`src/rtl/anode_scan_driver.sv`:
```
// Four-digit seven-segment anode scanner with per-slot blanking and a
// frame-consistent snapshot of the ALU result and operation number.
module anode_scan_driver #(
    parameter int REFRESH_DIV  = 100000,
    parameter int BLANK_CYCLES = 1000
) (
    input  logic       clk,
    input  logic       reset,
    input  logic       enable,
    input  logic       load,
    input  logic [7:0] YInput,
    input  logic [3:0] operation,
    output logic [3:0] anode,
    output logic [7:0] y_latched,
    output logic [3:0] op_latched,
    output logic [1:0] digit_idx,
    output logic       frame_done
);

    localparam int CW = $clog2(REFRESH_DIV);
    localparam logic [CW-1:0] LAST = CW'(REFRESH_DIV - 1);

    typedef enum logic {
        PARKED = 1'b0,
        SCAN   = 1'b1
    } mode_t;

    mode_t          mode;
    logic [CW-1:0]  cnt;
    logic [CW-1:0]  next_cnt;
    logic [1:0]     next_idx;
    logic           slot_end;
    logic           frame_end;
    logic           next_blank;
    logic           apply;
    logic           pending;
    logic [7:0]     y_shadow;
    logic [3:0]     op_shadow;

    assign mode = enable ? SCAN : PARKED;

    always_comb begin
        slot_end  = (cnt == LAST);
        frame_end = slot_end && (digit_idx == 2'd3);
        next_cnt  = slot_end ? '0 : cnt + CW'(1);
        next_idx  = slot_end ? digit_idx + 2'd1 : digit_idx;
        apply     = (mode == PARKED) || frame_end;
    end

    // Outputs are registered from the next-cycle counter so anode tracks cnt.
    generate
        if (BLANK_CYCLES == 0) begin : g_no_blank
            assign next_blank = 1'b0;
        end else begin : g_blank
            localparam logic [CW-1:0] BLANK_C = CW'(BLANK_CYCLES);
            assign next_blank = (next_cnt < BLANK_C);
        end
    endgenerate

    always_ff @(posedge clk or posedge reset) begin
        if (reset) begin
            cnt        <= '0;
            digit_idx  <= 2'd0;
            anode      <= 4'b1111;
            frame_done <= 1'b0;
        end else begin
            case (mode)
                PARKED: begin
                    cnt        <= '0;
                    digit_idx  <= 2'd0;
                    anode      <= 4'b1111;
                    frame_done <= 1'b0;
                end
                SCAN: begin
                    cnt        <= next_cnt;
                    digit_idx  <= next_idx;
                    anode      <= next_blank ? 4'b1111 : ~(4'b0001 << next_idx);
                    frame_done <= (next_cnt == LAST) && (next_idx == 2'd3);
                end
                default: begin
                    cnt        <= '0;
                    digit_idx  <= 2'd0;
                    anode      <= 4'b1111;
                    frame_done <= 1'b0;
                end
            endcase
        end
    end

    // A load coinciding with an apply edge bypasses the shadow registers.
    always_ff @(posedge clk or posedge reset) begin
        if (reset) begin
            pending    <= 1'b0;
            y_shadow   <= 8'd0;
            op_shadow  <= 4'd0;
            y_latched  <= 8'd0;
            op_latched <= 4'd0;
        end else begin
            if (load) begin
                y_shadow  <= YInput;
                op_shadow <= operation;
            end
            if (apply) begin
                if (load) begin
                    y_latched  <= YInput;
                    op_latched <= operation;
                end else if (pending) begin
                    y_latched  <= y_shadow;
                    op_latched <= op_shadow;
                end
                pending <= 1'b0;
            end else if (load) begin
                pending <= 1'b1;
            end
        end
    end

endmodule

```
`config.mk`:
```
export PLATFORM = sky130hd
export DESIGN_NAME = anode_scan_driver
export DESIGN_NICKNAME = d
export VERILOG_FILES = /design/src/rtl/anode_scan_driver.sv
export SDC_FILE = /design/constraint.sdc
export NUM_CORES = 1
export LEC_CHECK = 0
export ABC_CLOCK_PERIOD_IN_PS = 1800
export CAP_MARGIN = 10
export CORE_MARGIN = 8
export CORE_UTILIZATION = 45
export DETAILED_ROUTE_END_ITERATION = 10
export GPL_TIMING_DRIVEN = 0
export HOLD_SLACK_MARGIN = 0.05
export PLACE_DENSITY = 0.7
export RECOVER_POWER = 25
export SYNTH_ARGS = -nofsm -noshare
export SYNTH_HDL_FRONTEND = slang
export SYNTH_SLANG_ARGS = --single-unit
```
`constraint.sdc`:
```
create_clock -name clk -period 1.8 [get_ports clk]
set_input_delay 0.27 -clock clk [delete_from_list [all_inputs] [get_ports clk]]
set_output_delay 0.27 -clock clk [all_outputs]
set_load 0.03 [all_outputs]
```
# Word-level counts from Yosys, hierarchy flattened
# Cells that the tools add are included.
[totals]
output_inout_bits = 19
register_bits = 49
word_cells = 39
[op_classes]
n_eq_ne = 4
addsub = 2
shifts = 1
reduce_logical = 6
n_lt_le_gt_ge = 1
muxes = 14
n_bitwise = 2
[ops]
columns = ["op", "n"]
rows = [
  ["$eq A17 B17 Y1 const B", 2],
  ["$pmux W17 S2", 1],
  ["$add A17 B1 Y17 const B", 1],
  ["$lt A17 B10 Y1 const B", 1],
  ["$mux W17", 1],
  ["$mux W8", 2],
  ["$mux W4", 3],
  ["$pmux W4 S2", 1],
  ["$eq A2 B2 Y1 const B", 2],
  ["$not A4 Y4", 1],
  ["$pmux W2 S2", 1],
  ["$reduce_bool A2 Y1", 2],
  ["$shl A1 B2 Y4 const A", 1],
  ["$mux W1", 3],
  ["$add A2 B1 Y2 const B", 1],
  ["$logic_and A1 B1 Y1", 2],
  ["$mux W2", 1],
  ["$pmux W1 S2", 1],
  ["$reduce_and A2 Y1", 1],
  ["$logic_or A1 B1 Y1", 1],
  ["$not A1 Y1", 1],
]

# Longest topological paths before layout
[logic_depth]
ltp_word = 6
depth_mapped = 8
mapped_depth_nobuf = 7

# Least setup slack after synthesis
# No wires, ideal clock.
[synth_timing]
kind = "register -> register"
startpoint = "reg cnt[11]"
endpoint = "reg op_latched[0]"
path_buffers = 2
setup_time_ns = 0.125
path_stages_with_launch = 9
path_slack_ns = -0.139
period_less_slack_ns = 1.939
required_ns = 1.675
arrival_ns = 1.814
path_cell_list = "dfrtp_1 > buf_2 > nor3_1 > nand4bb_1 > nor2_4 > nand2_4 > a21oi_4 > buf_8 > mux2_4"
[synth_via]
elab_chain_len = 4
[synth_rtl]
columns = ["element", "line", "text"]
rows = [
  ["start: declaration", "29", "logic [CW-1:0] cnt;"],
  ["start signal: assignment", "75", "cnt <= next_cnt;"],
  ["$eq A17 B17 Y1", "43", "slot_end = (cnt == LAST);"],
  ["$logic_and A1 B1 Y1", "44", "frame_end = slot_end && (digit_idx == 2'd3);"],
  ["$logic_or A1 B1 Y1", "47", "apply = (mode == PARKED) || frame_end;"],
  ["$reduce_and A2 Y1 (no source line)", "n/a", ""],
  ["end signal: assignment", "106", "op_latched <= operation;"],
  ["end signal: assignment", "109", "op_latched <= op_shadow;"],
  ["end: declaration", "15", "output logic [3:0] op_latched,"],
]
# No other way between the ends.
# A chain may end at the register's enable or synchronous reset.

# Worst setup path in the final report
[layout_timing]
startpoint = "reg cnt[5]"
endpoint = "reg y_latched[2]"
[layout_via]
elab_chain_len = 4
[layout_rtl]
columns = ["element", "line", "text"]
rows = [
  ["$eq A17 B17 Y1", "43", ""],
  ["$logic_and A1 B1 Y1", "44", ""],
  ["$logic_or A1 B1 Y1", "47", ""],
  ["$reduce_and A2 Y1 (no source line)", "n/a", ""],
  ["end signal: assignment", "105", "y_latched <= YInput;"],
  ["end signal: assignment", "108", "y_latched <= y_shadow;"],
  ["end: declaration", "14", "output logic [7:0] y_latched,"],
]
# No other way between the ends.

==> impl_metrics.yaml <==
logic_synthesis:
  synthCells: 192
  synth_xor_xnor_area_share_pct: 6.330
  synth_fa_ha_area_share_pct: 1.064
  ys.flop_type: "dfrtp_1"
  synth.net_count: 210
  synth-simple-area-share_pct: 20.32
  synth_edf_count: 0
  ys_seq_area_share_pct: 52.34
  synth_compound_area_share_pct: 2.979
  avgSynthCellArea_um2: 12.25
  async_reset_ff_share_pct: 100.0
  synth.distinct_cells: 44
  syn_area_um2: 2352
  ys_seq_elements: 49
  ys_warn_count: 0
  synth_top_family_by_area: "simple AND/OR/NAND/NOR gates"
  synthMuxAreaShare_pct: 13.94
final_layout:
  fill_cells: 412
  finalNetCount: 267
  syn_to_final_growth_pct: 37.87
  antenna-diode-count: 0
  stdcell_count: 320
  drive_gt1_share_pct: 39.20
clocking:
  h-tree-depth: 2
  cts_buffer_depth: 2
  cts-root-buf: "clkbuf_8"
  cts_tree: "yes"
  clk_latency_ps: 300
  clkSinkCount: 49
  cts_hold_buf: 0
  clk_pin_slew_ps: 90
  numCtsBuffers: 5
placed_design:
  post-place-cells: 297
  globalplace.congestion: 0.8328
  dp.final_hpwl_um: 3461
  port_buffers: 34
  pre_cts_ws_ps: -362.1
floorplanning:
  initial_core_util_pct: 46.35
  die_y_um: 88.30
  core_area_um2: 5075
  rows: 26
  io-pin-count: 35
  die_w_um: 88.30
  dieArea_um2: 7797
sta:
  timing.final.ws_setup_ps: -128.2
  fin_skew_ps: 7.007
  max_clock_freq_mhz: 518.6
  worstMarginPinSlew_ps: 845.8
  relSlewSlack_pct: 43.55
  hold_violations: 0
  setup_viol: 17
  fin_crit_ps: 1928
  finalMaxSlewViolations: 0
  rsz0062_at_grt: "true"
  fin_crit_sh_pct: 107.1
route:
  vias: 1690
  routed_via_density: 5.281
  wl_per_cell_um: 16.33
  dr.pass1.iters: 4
  routed_wl_um: 5227
  first_iter_violations: 81
  drc_errors: 0
  ant_nets: 0
critical_path:
  crit_fanout: 10
  crit_arrival_ps: 2110
  path_class: "reg2reg"
  worstSetupStartpointType: "flop"
  r2r-start: "cnt[5]$_DFF_PP0_"
  worstSetupEndpointType: "flop"
  crit_path_start: "cnt[5]$_DFF_PP0_"
  worstPathRequired_ps: 1980
hold_path:
  hold_start: "cnt[0]$_DFF_PP0_"
  hp-class: "reg2reg"
power_and_ir_drop:
  power_density_nw_per_um2: 771.7
  power_mw: 2.503
  p_leak_nw: 1.370
  vdd_drop_max_uv: 489.7
global_route:
  grt_max_degree: 28
  grt_pass1_wl_um: 8790
  grt_pass1_vias: 1828
  grt_usage_pct: 14.55
  antenna_found_initial: 0
  grt-ovfl-total: 0
run_status:
  status: "finished with violations"
  violations: "setup timing"
job:
  cap_violations: 0
==> sequential cells by signal, indices dropped and copies added (netlist names) <==
signal / flops
anode: 4
op_shadow: 4
frame_done: 1
y_shadow: 8
cnt: 17
digit_idx: 2
op_latched: 4
pending: 1
y_latched: 8
==> cell type report <==
type / count / area (um2) / area share (%)
inverters: 4 / 15.01 / 0.4630
repair buffers: 51 / 470.5 / 14.51
well taps: 70 / 87.58 / 2.701
multi-input cells: 130 / 1220 / 37.62
plain buffers: 8 / 86.33 / 2.662
clock inverters: 2 / 37.54 / 1.157
clock buffers: 6 / 82.58 / 2.546
flip-flops and latches: 49 / 1244 / 38.35
==> synth_stat cells, types with 2 or more instances <==
library cell	instances	area, um2
inv_1	4	15.01
nand2_1	6	22.52
and4b_1	2	20.02
mux2_4	10	150.1
o21ai_0	2	10.01
mux2_2	14	157.7
and3_1	5	31.28
xnor2_1	9	78.83
nor4_1	3	18.77
and2_1	5	31.28
mux2i_1	2	20.02
o221ai_1	2	17.52
dfrtp_1	45	1126
nor2_1	18	67.56
buf_2	5	25.02
nand4_1	4	25.02
nor3_1	6	30.03
dfstp_2	4	105.1
nor2b_1	4	25.02
nand3_1	9	45.04
ha_1	2	25.02
or4_1	2	15.01
xor2_1	8	70.07
==> power breakdown <==
| group | internal (mW) | total, mW | switching [mW] |
|---|---|---|---|
| sequential | 1.19 | 1.23 | 0.0424 |
| clock | 0.452 | 0.804 | 0.353 |
| combinational | 0.241 | 0.468 | 0.227 |
| total | 1.88 | 2.50 | 0.622 |
==> path summary, 6_finish.rpt <==
path                                             to  slack (ps)  cells past startpoint
max                        y_latched[2]$_DFFE_PP0P_        -130                      7
min                                cnt[0]$_DFF_PP0_         500                      1
min reg2reg                        cnt[0]$_DFF_PP0_         500                      1
max in group asynchronous        anode[2]$_DFF_PP1_         240                      3
max reg2reg                y_latched[2]$_DFFE_PP0P_        -130                      7
min in group asynchronous         cnt[11]$_DFF_PP0_         580                      2
==> critical path: stages, from the launching register on <==
cell and delay, ps:
dfrtp_1 420, nor4_4 360, nand4bb_4 170, nor2_4 160, nand2_4 70, a21oi_4 160, buf_12 170, mux2_4 300
==> metal layers <==
layer / GRT usage [%] / up-vias / part of all wire [%]
met1: 16.67 / 853 / 43
met2: 25.12 / 50 / 51
met5: 0 / - / 0
met4: 5.376 / 0 / 0.69
li1: - / 783 / -
met3: 4.085 / 4 / 5.6
==> through the flow <==
step                hold slack (ps)  instance area (um2)  utilization (%)  TNS (ps)
global placement              477.2                 2830            55.77    -32860
floorplan                     377.9                 2402                -    -911.8
global route                  514.8                 3243            63.91     -3595
finish                        499.6                 3243            63.91     -1754
CTS                           324.7                 3162            62.30     -2141
detailed placement            485.0                 2850            56.16     -7295
==> cell families after synthesis <==
group,after synthesis
flip-flops,49
buffers and inverters,13
AND/OR/NAND/NOR,77
AO/OA/AOI/OAI,8
XOR/XNOR,17
adder cells (fa/ha/maj),2
multiplexers,26
==> cell usage in the layout, fill, tap and decap left out, types with 3 or more instances in the layout <==
cell             netlist  routed
dfrtp_1               45      35
clkdlybuf4s50_1        0      32
nor2_1                18      18
buf_4                  1      17
mux2_2                14      14
mux2_4                10      10
dfrtp_2                0      10
nand3_1                9       9
xnor2_1                9       8
clkbuf_8               0       7
xor2_1                 8       7
nand2_1                6       6
and2_1                 5       5
buf_6                  0       4
nor2b_1                4       4
and3_1                 5       4
nor3_1                 6       4
nand4_1                4       4
dfstp_2                4       4
nor4_4                 1       3
inv_1                  4       3
==> timing repair <==
item | in CTS | in global routing
gates cloned | 0 | 0
endpoints found under the hold margin | 0 | 0
setup buffers | 10 | 6
endpoints found under the setup margin | 29 | 30
gates resized for setup | 30 | 13
pin swaps | 15 | 5
Power figures use the tool's default switching activity.
